[src/rtl/flexka_command_sequencer_if.sv]
// Host command/data port of the FlexKA sequencer: one beat per cycle,
// transferred when cmd_valid && cmd_ready.
interface flexka_command_sequencer_if #(
  parameter int FSIZE         = 64,
  parameter int COMMAND_WIDTH = 8
);
  logic                     cmd_valid;
  logic [COMMAND_WIDTH-1:0] cmd_command;
  logic [FSIZE-1:0]         cmd_data0;
  logic [FSIZE-1:0]         cmd_data1;
  logic                     cmd_ready;

  modport master (
    output cmd_valid,
    output cmd_command,
    output cmd_data0,
    output cmd_data1,
    input  cmd_ready
  );

  modport slave (
    input  cmd_valid,
    input  cmd_command,
    input  cmd_data0,
    input  cmd_data1,
    output cmd_ready
  );
endinterface

[src/rtl/flexka_command_sequencer.sv]
// Front-end controller for the FlexKA Karatsuba core: decodes host beats, loads
// Mem_A/Mem_B, latches sizes/output address and runs one multiplication at a time.
module flexka_command_sequencer #(
  parameter int          FSIZE          = 64,
  parameter int          COMMAND_WIDTH  = 8,
  parameter logic [31:0] IN_BUFFER_SIZE = 32'h2800
) (
  input  logic                     clk,
  input  logic                     rst,
  flexka_command_sequencer_if.slave cmd_if,
  output logic [31:0]              mem_a_waddr,
  output logic [FSIZE-1:0]         mem_a_wdata,
  output logic                     mem_a_wren,
  output logic [31:0]              mem_b_waddr,
  output logic [FSIZE-1:0]         mem_b_wdata,
  output logic                     mem_b_wren,
  output logic [31:0]              size_a,
  output logic [31:0]              size_b,
  output logic [31:0]              out_addr,
  output logic                     core_start,
  output logic                     core_soft_reset,
  input  logic                     core_done,
  output logic                     busy,
  output logic                     done,
  output logic                     err_overflow,
  output logic                     err_size,
  output logic                     err_opcode
);

  localparam logic [COMMAND_WIDTH-1:0] OP_RESET     = COMMAND_WIDTH'(1);
  localparam logic [COMMAND_WIDTH-1:0] OP_SIZE_A    = COMMAND_WIDTH'(2);
  localparam logic [COMMAND_WIDTH-1:0] OP_SIZE_B    = COMMAND_WIDTH'(3);
  localparam logic [COMMAND_WIDTH-1:0] OP_DATA_A    = COMMAND_WIDTH'(4);
  localparam logic [COMMAND_WIDTH-1:0] OP_DATA_B    = COMMAND_WIDTH'(5);
  localparam logic [COMMAND_WIDTH-1:0] OP_KARATSUBA = COMMAND_WIDTH'(6);
  localparam logic [COMMAND_WIDTH-1:0] OP_OUTADDR   = COMMAND_WIDTH'(7);

  typedef enum logic [1:0] {
    S_IDLE  = 2'd0,
    S_START = 2'd1,
    S_RUN   = 2'd2,
    S_DONE  = 2'd3
  } state_t;

  state_t             r_state;
  logic [31:0]        r_ptr_a;
  logic [31:0]        r_ptr_b;
  logic [31:0]        r_size_a;
  logic [31:0]        r_size_b;
  logic [31:0]        r_out_addr;
  logic [31:0]        r_mem_a_waddr;
  logic [FSIZE-1:0]   r_mem_a_wdata;
  logic               r_mem_a_wren;
  logic [31:0]        r_mem_b_waddr;
  logic [FSIZE-1:0]   r_mem_b_wdata;
  logic               r_mem_b_wren;
  logic               r_core_start;
  logic               r_core_soft_reset;
  logic               r_done;
  logic               r_err_overflow;
  logic               r_err_size;
  logic               r_err_opcode;

  logic               w_accept;
  logic [31:0]        w_data0_lo;
  logic               w_unused_data1;

  // Beats are only consumed in IDLE, so nothing is lost while a product is in flight.
  assign w_accept         = cmd_if.cmd_valid && (r_state == S_IDLE);
  assign w_data0_lo       = cmd_if.cmd_data0[31:0];
  assign w_unused_data1   = ^cmd_if.cmd_data1;
  assign cmd_if.cmd_ready = (r_state == S_IDLE);

  always_ff @(posedge clk) begin
    if (rst) begin
      r_state           <= S_IDLE;
      r_ptr_a           <= 32'd0;
      r_ptr_b           <= 32'd0;
      r_size_a          <= 32'd0;
      r_size_b          <= 32'd0;
      r_out_addr        <= 32'd0;
      r_mem_a_waddr     <= 32'd0;
      r_mem_a_wdata     <= '0;
      r_mem_a_wren      <= 1'b0;
      r_mem_b_waddr     <= 32'd0;
      r_mem_b_wdata     <= '0;
      r_mem_b_wren      <= 1'b0;
      r_core_start      <= 1'b0;
      r_core_soft_reset <= 1'b0;
      r_done            <= 1'b0;
      r_err_overflow    <= 1'b0;
      r_err_size        <= 1'b0;
      r_err_opcode      <= 1'b0;
    end else begin
      r_mem_a_wren      <= 1'b0;
      r_mem_b_wren      <= 1'b0;
      r_core_start      <= 1'b0;
      r_core_soft_reset <= 1'b0;
      r_done            <= 1'b0;

      case (r_state)
        S_IDLE: begin
          if (w_accept) begin
            case (cmd_if.cmd_command)
              OP_RESET: begin
                r_ptr_a           <= 32'd0;
                r_ptr_b           <= 32'd0;
                r_size_a          <= 32'd0;
                r_size_b          <= 32'd0;
                r_out_addr        <= 32'd0;
                r_err_overflow    <= 1'b0;
                r_err_size        <= 1'b0;
                r_err_opcode      <= 1'b0;
                r_core_soft_reset <= 1'b1;
              end
              OP_SIZE_A: begin
                r_size_a <= w_data0_lo;
                r_ptr_a  <= 32'd0;
              end
              OP_SIZE_B: begin
                r_size_b <= w_data0_lo;
                r_ptr_b  <= 32'd0;
              end
              // A full buffer saturates the pointer and flags the dropped beat.
              OP_DATA_A: begin
                if (r_ptr_a < IN_BUFFER_SIZE) begin
                  r_mem_a_wren  <= 1'b1;
                  r_mem_a_waddr <= r_ptr_a;
                  r_mem_a_wdata <= cmd_if.cmd_data0;
                  r_ptr_a       <= r_ptr_a + 32'd1;
                end else begin
                  r_err_overflow <= 1'b1;
                end
              end
              OP_DATA_B: begin
                if (r_ptr_b < IN_BUFFER_SIZE) begin
                  r_mem_b_wren  <= 1'b1;
                  r_mem_b_waddr <= r_ptr_b;
                  r_mem_b_wdata <= cmd_if.cmd_data0;
                  r_ptr_b       <= r_ptr_b + 32'd1;
                end else begin
                  r_err_overflow <= 1'b1;
                end
              end
              OP_OUTADDR: begin
                r_out_addr <= w_data0_lo;
              end
              OP_KARATSUBA: begin
                if ((r_size_a == 32'd0) || (r_size_b == 32'd0)) begin
                  r_err_size <= 1'b1;
                end else begin
                  r_state      <= S_START;
                  r_core_start <= 1'b1;
                end
              end
              default: begin
                r_err_opcode <= 1'b1;
              end
            endcase
          end
        end
        S_START: begin
          r_state <= S_RUN;
        end
        S_RUN: begin
          if (core_done) begin
            r_state <= S_DONE;
            r_done  <= 1'b1;
          end
        end
        S_DONE: begin
          r_ptr_a <= 32'd0;
          r_ptr_b <= 32'd0;
          r_state <= S_IDLE;
        end
        default: begin
          r_state <= S_IDLE;
        end
      endcase
    end
  end

  assign mem_a_waddr     = r_mem_a_waddr;
  assign mem_a_wdata     = r_mem_a_wdata;
  assign mem_a_wren      = r_mem_a_wren;
  assign mem_b_waddr     = r_mem_b_waddr;
  assign mem_b_wdata     = r_mem_b_wdata;
  assign mem_b_wren      = r_mem_b_wren;
  assign size_a          = r_size_a;
  assign size_b          = r_size_b;
  assign out_addr        = r_out_addr;
  assign core_start      = r_core_start;
  assign core_soft_reset = r_core_soft_reset;
  assign busy            = (r_state != S_IDLE);
  assign done            = r_done;
  assign err_overflow    = r_err_overflow;
  assign err_size        = r_err_size;
  assign err_opcode      = r_err_opcode;

endmodule

[src/flat_wrapper.sv]
// flat-port wrapper written by rule: the top's interface ports become plain ports
module flexka_command_sequencer_flat 
#(
  parameter int          FSIZE          = 64,
  parameter int          COMMAND_WIDTH  = 8,
  parameter logic [31:0] IN_BUFFER_SIZE = 32'h2800
)
  (clk, rst, mem_a_waddr, mem_a_wdata, mem_a_wren, mem_b_waddr, mem_b_wdata, mem_b_wren, size_a, size_b, out_addr, core_start, core_soft_reset, core_done, busy, done, err_overflow, err_size, err_opcode, cmd_if_cmd_valid, cmd_if_cmd_command, cmd_if_cmd_data0, cmd_if_cmd_data1, cmd_if_cmd_ready);
  flexka_command_sequencer_if #(.FSIZE(FSIZE), .COMMAND_WIDTH(COMMAND_WIDTH)) cmd_if_i ();
  input  logic clk;
  input  logic rst;
  output logic [31:0] mem_a_waddr;
  output logic [FSIZE-1:0] mem_a_wdata;
  output logic mem_a_wren;
  output logic [31:0] mem_b_waddr;
  output logic [FSIZE-1:0] mem_b_wdata;
  output logic mem_b_wren;
  output logic [31:0] size_a;
  output logic [31:0] size_b;
  output logic [31:0] out_addr;
  output logic core_start;
  output logic core_soft_reset;
  input  logic core_done;
  output logic busy;
  output logic done;
  output logic err_overflow;
  output logic err_size;
  output logic err_opcode;
  input wire logic [$bits(cmd_if_i.cmd_valid)-1:0] cmd_if_cmd_valid;
  input wire logic [$bits(cmd_if_i.cmd_command)-1:0] cmd_if_cmd_command;
  input wire logic [$bits(cmd_if_i.cmd_data0)-1:0] cmd_if_cmd_data0;
  input wire logic [$bits(cmd_if_i.cmd_data1)-1:0] cmd_if_cmd_data1;
  output wire logic [$bits(cmd_if_i.cmd_ready)-1:0] cmd_if_cmd_ready;
  assign cmd_if_i.cmd_valid = cmd_if_cmd_valid;
  assign cmd_if_i.cmd_command = cmd_if_cmd_command;
  assign cmd_if_i.cmd_data0 = cmd_if_cmd_data0;
  assign cmd_if_i.cmd_data1 = cmd_if_cmd_data1;
  assign cmd_if_cmd_ready = cmd_if_i.cmd_ready;
  flexka_command_sequencer #(.FSIZE(FSIZE), .COMMAND_WIDTH(COMMAND_WIDTH), .IN_BUFFER_SIZE(IN_BUFFER_SIZE)) u_core (.clk(clk), .rst(rst), .cmd_if(cmd_if_i), .mem_a_waddr(mem_a_waddr), .mem_a_wdata(mem_a_wdata), .mem_a_wren(mem_a_wren), .mem_b_waddr(mem_b_waddr), .mem_b_wdata(mem_b_wdata), .mem_b_wren(mem_b_wren), .size_a(size_a), .size_b(size_b), .out_addr(out_addr), .core_start(core_start), .core_soft_reset(core_soft_reset), .core_done(core_done), .busy(busy), .done(done), .err_overflow(err_overflow), .err_size(err_size), .err_opcode(err_opcode));
endmodule
[config.mk]
export PLATFORM = sky130hd
export DESIGN_NAME = flexka_command_sequencer_flat
export DESIGN_NICKNAME = d
export VERILOG_FILES = /design/src/rtl/flexka_command_sequencer_if.sv /design/src/rtl/flexka_command_sequencer.sv /design/src/flat_wrapper.sv
export SDC_FILE = /design/constraint.sdc
export NUM_CORES = 1
export LEC_CHECK = 0
export ABC_AREA = 1
export CAP_MARGIN = 0
export CORE_ASPECT_RATIO = 1.1
export CORE_MARGIN = 2
export CORE_UTILIZATION = 46
export DETAILED_ROUTE_END_ITERATION = 7
export GPL_TIMING_DRIVEN = 1
export MAX_ROUTING_LAYER = met4
export PLACE_DENSITY = 0.85
export RECOVER_POWER = 100
export SETUP_SLACK_MARGIN = 0.02
export SLEW_MARGIN = 20
export SYNTH_ARGS = -nofsm -noshare
export SYNTH_HDL_FRONTEND = slang
export SYNTH_SLANG_ARGS = --single-unit
[constraint.sdc]
create_clock -name clk -period 2.5 [get_ports clk]
set_input_delay 0.375 -clock clk [delete_from_list [all_inputs] [get_ports clk]]
set_output_delay 0.375 -clock clk [all_outputs]
set_load 0.02 [all_outputs]
### Word level (Yosys, flattened, before mapping)

Index checks and enable logic that the tools add are counted.

* reduce and logical (&&, ||, !) cells: 31
* mux-type cells: 27
* shift operators: 0
* equal/unequal tests: 21
* magnitude comparators: 2
* add/sub/neg operators: 2
* bitwise operators: 7
* multipliers: 0
* div/mod/pow operators: 0

Operator list (number)
* $pmux 32 s2: 7
* $mux 32: 4
* $add 32x1->32 const B: 2
* $logic_not 32->1: 2
* $lt 32x14->1 const B: 2
* $eq 8x3->1 const B: 4
* $reduce_and 4->1: 6
* $eq 8x2->1 const B: 2
* $ne 3x2->1 const B: 4
* $reduce_and 3->1: 4
* $reduce_bool 2->1: 6
* $reduce_or 4->1: 3
* $eq 8x1->1 const B: 1
* $mux 1: 8
* $mux 2: 4
* $ne 2x2->1 const B: 4
* $pmux 2 s4: 1
* $not 1->1: 7
* $ne 2x1->1 const B: 3
* $reduce_or 2->1: 3
* $reduce_or 6->1: 1
* $reduce_and 5->1: 1
* $eq 2x2->1 const B: 2
* $pmux 1 s2: 2
* other kinds (7): 7

* output and inout port bits: 298
* bits in read-only memories: 0
* latch bits: 0
* memory bits (writable): 0
* flip-flop bits (word level): 362
* memories: 0
* input bits: 140
* word-level logic and storage cells: 108

### Logic depth before layout (Yosys ltp)

* depth after elaboration: 6
* depth in mapped cells: 12
* gate-level depth less buffers: 12

### Least setup slack after synthesis

No wires, ideal clock.

* path type: register to register
* start: reg u_core.r_state[0]
* end: reg u_core.r_ptr_b[5]
* setup time: 0.132 ns
* cell stages (with the launch flop): 12
* data required time: 2.368 ns
* period minus slack after synthesis: 1.894 ns
* buffers on the path: 2
* slack: 0.606 ns
* data arrival time: 1.762 ns
* cells stage by stage: dfxtp_1 inv_1 ha_1 nand2_2 inv_2 a21oi_2 inv_1 buf_4 nand2_4 buf_4 nand2_1 a21oi_1

* cells in the longest elaborated chain, start to end: 4
* elaborated cells between the ends (all ways): 9
* those cells by class: 4 x eq/ne; 1 x mux; 4 x reduce/logical

Ends and longest elaborated chain
* start: declaration: RTL line flexka_command_sequencer.sv:45 `state_t r_state;`
* start signal: assignment: RTL line flexka_command_sequencer.sv:76 `r_state <= S_IDLE;`
* start signal: assignment: RTL line flexka_command_sequencer.sv:152 `r_state <= S_START;`
* start signal: assignment: RTL line flexka_command_sequencer.sv:163 `r_state <= S_RUN;`
* $logic_not 2->1 *
* net cmd_if_cmd_ready: RTL line flat_wrapper.sv:33 `output wire logic [$bits(cmd_if_i.cmd_ready)-1:0] cmd_if_cmd_ready;`
* $logic_and 1x1->1: RTL line flexka_command_sequencer.sv:69 `assign w_accept = cmd_if.cmd_valid && (r_state == S_IDLE);`
* $ne 2x1->1 (no source line)
* $reduce_and 4->1 (no source line)
* end signal: assignment: RTL line flexka_command_sequencer.sv:140 `r_ptr_b <= r_ptr_b + 32'd1;`
* end: declaration: RTL line flexka_command_sequencer.sv:47 `logic [31:0] r_ptr_b;`

The timed path passes the listed nets; every way through them passes the cells marked *.
A chain may end at the register's enable or synchronous reset.

### Worst setup path after layout

* start: reg u_core.r_state[0]
* end: out cmd_if_cmd_ready

* cells in the longest elaborated chain, start to end: 1

Ends and longest elaborated chain
* $logic_not 2->1: RTL line flexka_command_sequencer.sv:72 `assign cmd_if.cmd_ready = (r_state == S_IDLE);`
* end: declaration: RTL line flat_wrapper.sv:33

Every way passes these cells.

==> results.md <==
* WL final at 41900 um
* Gates resized, CTS repair at 0
* Min-Delay Path Class: reg2reg
* Worst Reg2Reg Path Length in Cells at 10
* Setup TNS at 0 ns
* Hold Path End: u_core.r_ptr_b[29]
* Fin. max-slew vios at 0
* Post-DP HPWL at 28500 um
* Number of synthesized flops with an enable pin at 0
* I/O Buffers at 373
* Synth Area in Compound Gates at about 14%
* Commonest cells in the netlist: dfxtp_1, nor2_1, nand2_1
* Die area at around 31000 um^2
* Critical Path RT at 2.12 ns
* Clk Latency, worst-skew pair at between 0.5 and 0.6 ns
* Mapped Area at ~14000 um^2
* DR pass1 iterations at 7
* Register-to-register setup slack at 0.24 ns
* Num ports at roughly 440
* Core Area at 29500 um^2
* CTS Hold Bufs at 0
* Synth Area in Adders at 0.455%
* Worst Hold Depth at 2
* Area growth syn-to-layout at 39.6%
* Number of global-route vias before repair at about 13k
* Crit path DAT at between 1.5 and 2 ns
* Final setup skew at roughly 0.019 ns
* Final setup violation count at 0
* Slew @ Worst Pin at between 1 and 1.5 ns
* Fin crit share at between 90% and 100%
* Worst-path fanout max at 7
* Origin of the critical flop-to-flop path: u_core.r_state[0]
* Htree depth at 2
* Total CTS buffers at 38
* Die W at 169 um
* Fin. Hold Viols at 0
* Main synth FF type: dfxtp_1
* Most frequent cell after synthesis: dfxtp_1
* Initial antenna violation count at 1
* Clk slew on worst S/H paths at 0.06 ns
* CTS Buffer Depth at 3
* Fin crit period at around 2.3 ns
* Net Count, Synth at approximately 2.0k
* Synth top area share at a little over half
* GPL Wtd Cong at roughly 0.93
* Hold Crit Start: u_core.r_ptr_b[29]
* WL/cell at between 15 and 20 um
* Critical path endpoint category: primary output
* Met1 Usage GRT at between 30% and 40%
* Post-CTS Setup Bufs at 0
* Synth Instances at 1831
* Synth area leader: dfxtp_1
* Final #Nets at ~2.3k
* Gr ovfl total at 0
* RSZ-0062 raised after global routing: false
* Global Route Usage Sum at between 20% and 30%
* Synth Area per Inst at ~7.5 um^2
* Via count at between 10k and 15k
* Type of the worst setup path: reg2out
* Largest net degree at the start of global routing at around 120
* Xor/xnor share of the synthesized area at less than 1%
* Met2 Use GR at between 40% and 50%
* Power per cell area at about 630 nW/um^2
* Worst hold slack at 0.427 ns
* Clock root cell: clkbuf_16
* Met3 Usage GRT at about 5.5%
* Global-route wire length before repair at 64900 um
* Seq cells post-synth at around 360
* Final Total Pwr at 12200 uW
* Synth Area in Simple Gates at approximately a quarter
* Clk sinks at approximately 360
* Max_cap viols at 0
* Post-synthesis mux area share at 0%
* Synth top area cells: dfxtp_1, nor2_1, nand2_1
* DR vias/cell at about 5.2
* Startpoint types: flip-flop
* Die Ht at roughly 190 um
* Yosys Warn Count at 0
* DR DRC count at 0
* Largest family of logic cells by synthesized area: simple AND/OR/NAND/NOR gates
* Top Usage Layer GRT: met2
* Starting Density at between 40% and 50%
* Static Leakage at between 0.008 and 0.009 uW
* CTS tree: built
* Violation count after the first detailed-route iteration at 1101
* Max VDD drop at between 0.0005 and 0.0006 V
* Synth cell types at 36
* FMAX at between 400 and 500 MHz
* Slew headroom at a little over a tenth
* Antenna-violating nets left at 0
* Register area share after synthesis at 52.7%
* Reg2reg end: u_core.r_ptr_b[2]
* Row Count at 66
* Post-synthesis async set-or-reset flop share at 0%
* Status: finished, final reports clean
* Share of cells above drive strength 1 at under 10%
[logic make-up after synthesis]
group	count (synthesis)
compound gates	389
flops	362
simple gates	765
buf+inv	307
fa+ha+maj	5
xor+xnor	3
[stage by stage]
step	util (%)	setup WS (ns)	cells	instance area (um^2)
floorplan	-	0.606	1831	13800
global route	65.2	0.0624	2581	19200
finish	65.2	0.158	2581	19200
detailed placement	61.1	0.132	2512	18000
global placement	61.1	0.184	2512	18000
CTS	65.6	0.0722	2580	19300
[layout make-up]
type	count	area [um^2]
Fill cell	2302	10300
Sequential cell	362	7250
Multi-Input combinational cell	1162	5250
Timing Repair Buffer	412	4140
Clock buffer	53	1080
Inverter	202	761
Tap cell	374	468
Clock inverter	15	254
Antenna cell	1	2.50
[power by group]
| group | switching (uW) | internal, uW |
|---|---|---|
| combinational | 274 | 166 |
| clock | 2300 | 3660 |
| sequential | 4.39 | 5780 |
[cells in the final DEF, fill, tap and decap left out, types with 5 or more instances in the layout]
| master | n |
|---|---|
| dfxtp_1 | 362 |
| nand2_2 | 5 |
| nand4_1 | 20 |
| nor2_1 | 297 |
| inv_1 | 197 |
| nand2_1 | 296 |
| buf_12 | 12 |
| clkbuf_16 | 39 |
| dlygate4sd3_1 | 298 |
| o21ai_1 | 29 |
| o21ai_0 | 148 |
| bufinv_16 | 6 |
| clkinv_2 | 5 |
| nor3_1 | 39 |
| nand3_1 | 84 |
| buf_4 | 14 |
| clkdlybuf4s50_1 | 73 |
| a21oi_1 | 207 |
| nor2_2 | 8 |
| clkbuf_8 | 5 |
| ha_1 | 5 |
| clkbuf_1 | 15 |
[routing by layer]
| metal | up-vias | routed length, um |
|---|---|---|
| met1 | 6178 | 16600 |
| li1 | 6546 | - |
| met4 | 0 | 1930 |
| met5 | - | 0 |
| met3 | 126 | 3370 |
| met2 | 595 | 19900 |
[worst max-delay path: stages, from the launching register on]
cell and delay, ns:
dfxtp_1 0.32, inv_1 0.10, ha_1 0.30, dlygate4sd3_1 0.73
[worst max path at each step]
stage                                      from                     end  slack, ns  cells after the start
final                         u_core.r_state[0]        cmd_if_cmd_ready       0.16                      3
after global routing          u_core.r_state[0]        cmd_if_cmd_ready       0.06                      3
after CTS                     u_core.r_state[1]                    busy       0.07                      4
after detailed placement  cmd_if_cmd_command[0]  u_core.mem_a_wdata[23]       0.13                     11
after global placement    cmd_if_cmd_command[2]  u_core.mem_b_wdata[55]       0.18                     11
after floorplan               u_core.r_state[0]       u_core.r_ptr_b[5]       0.61                     11
Power figures use the tool's default switching activity.
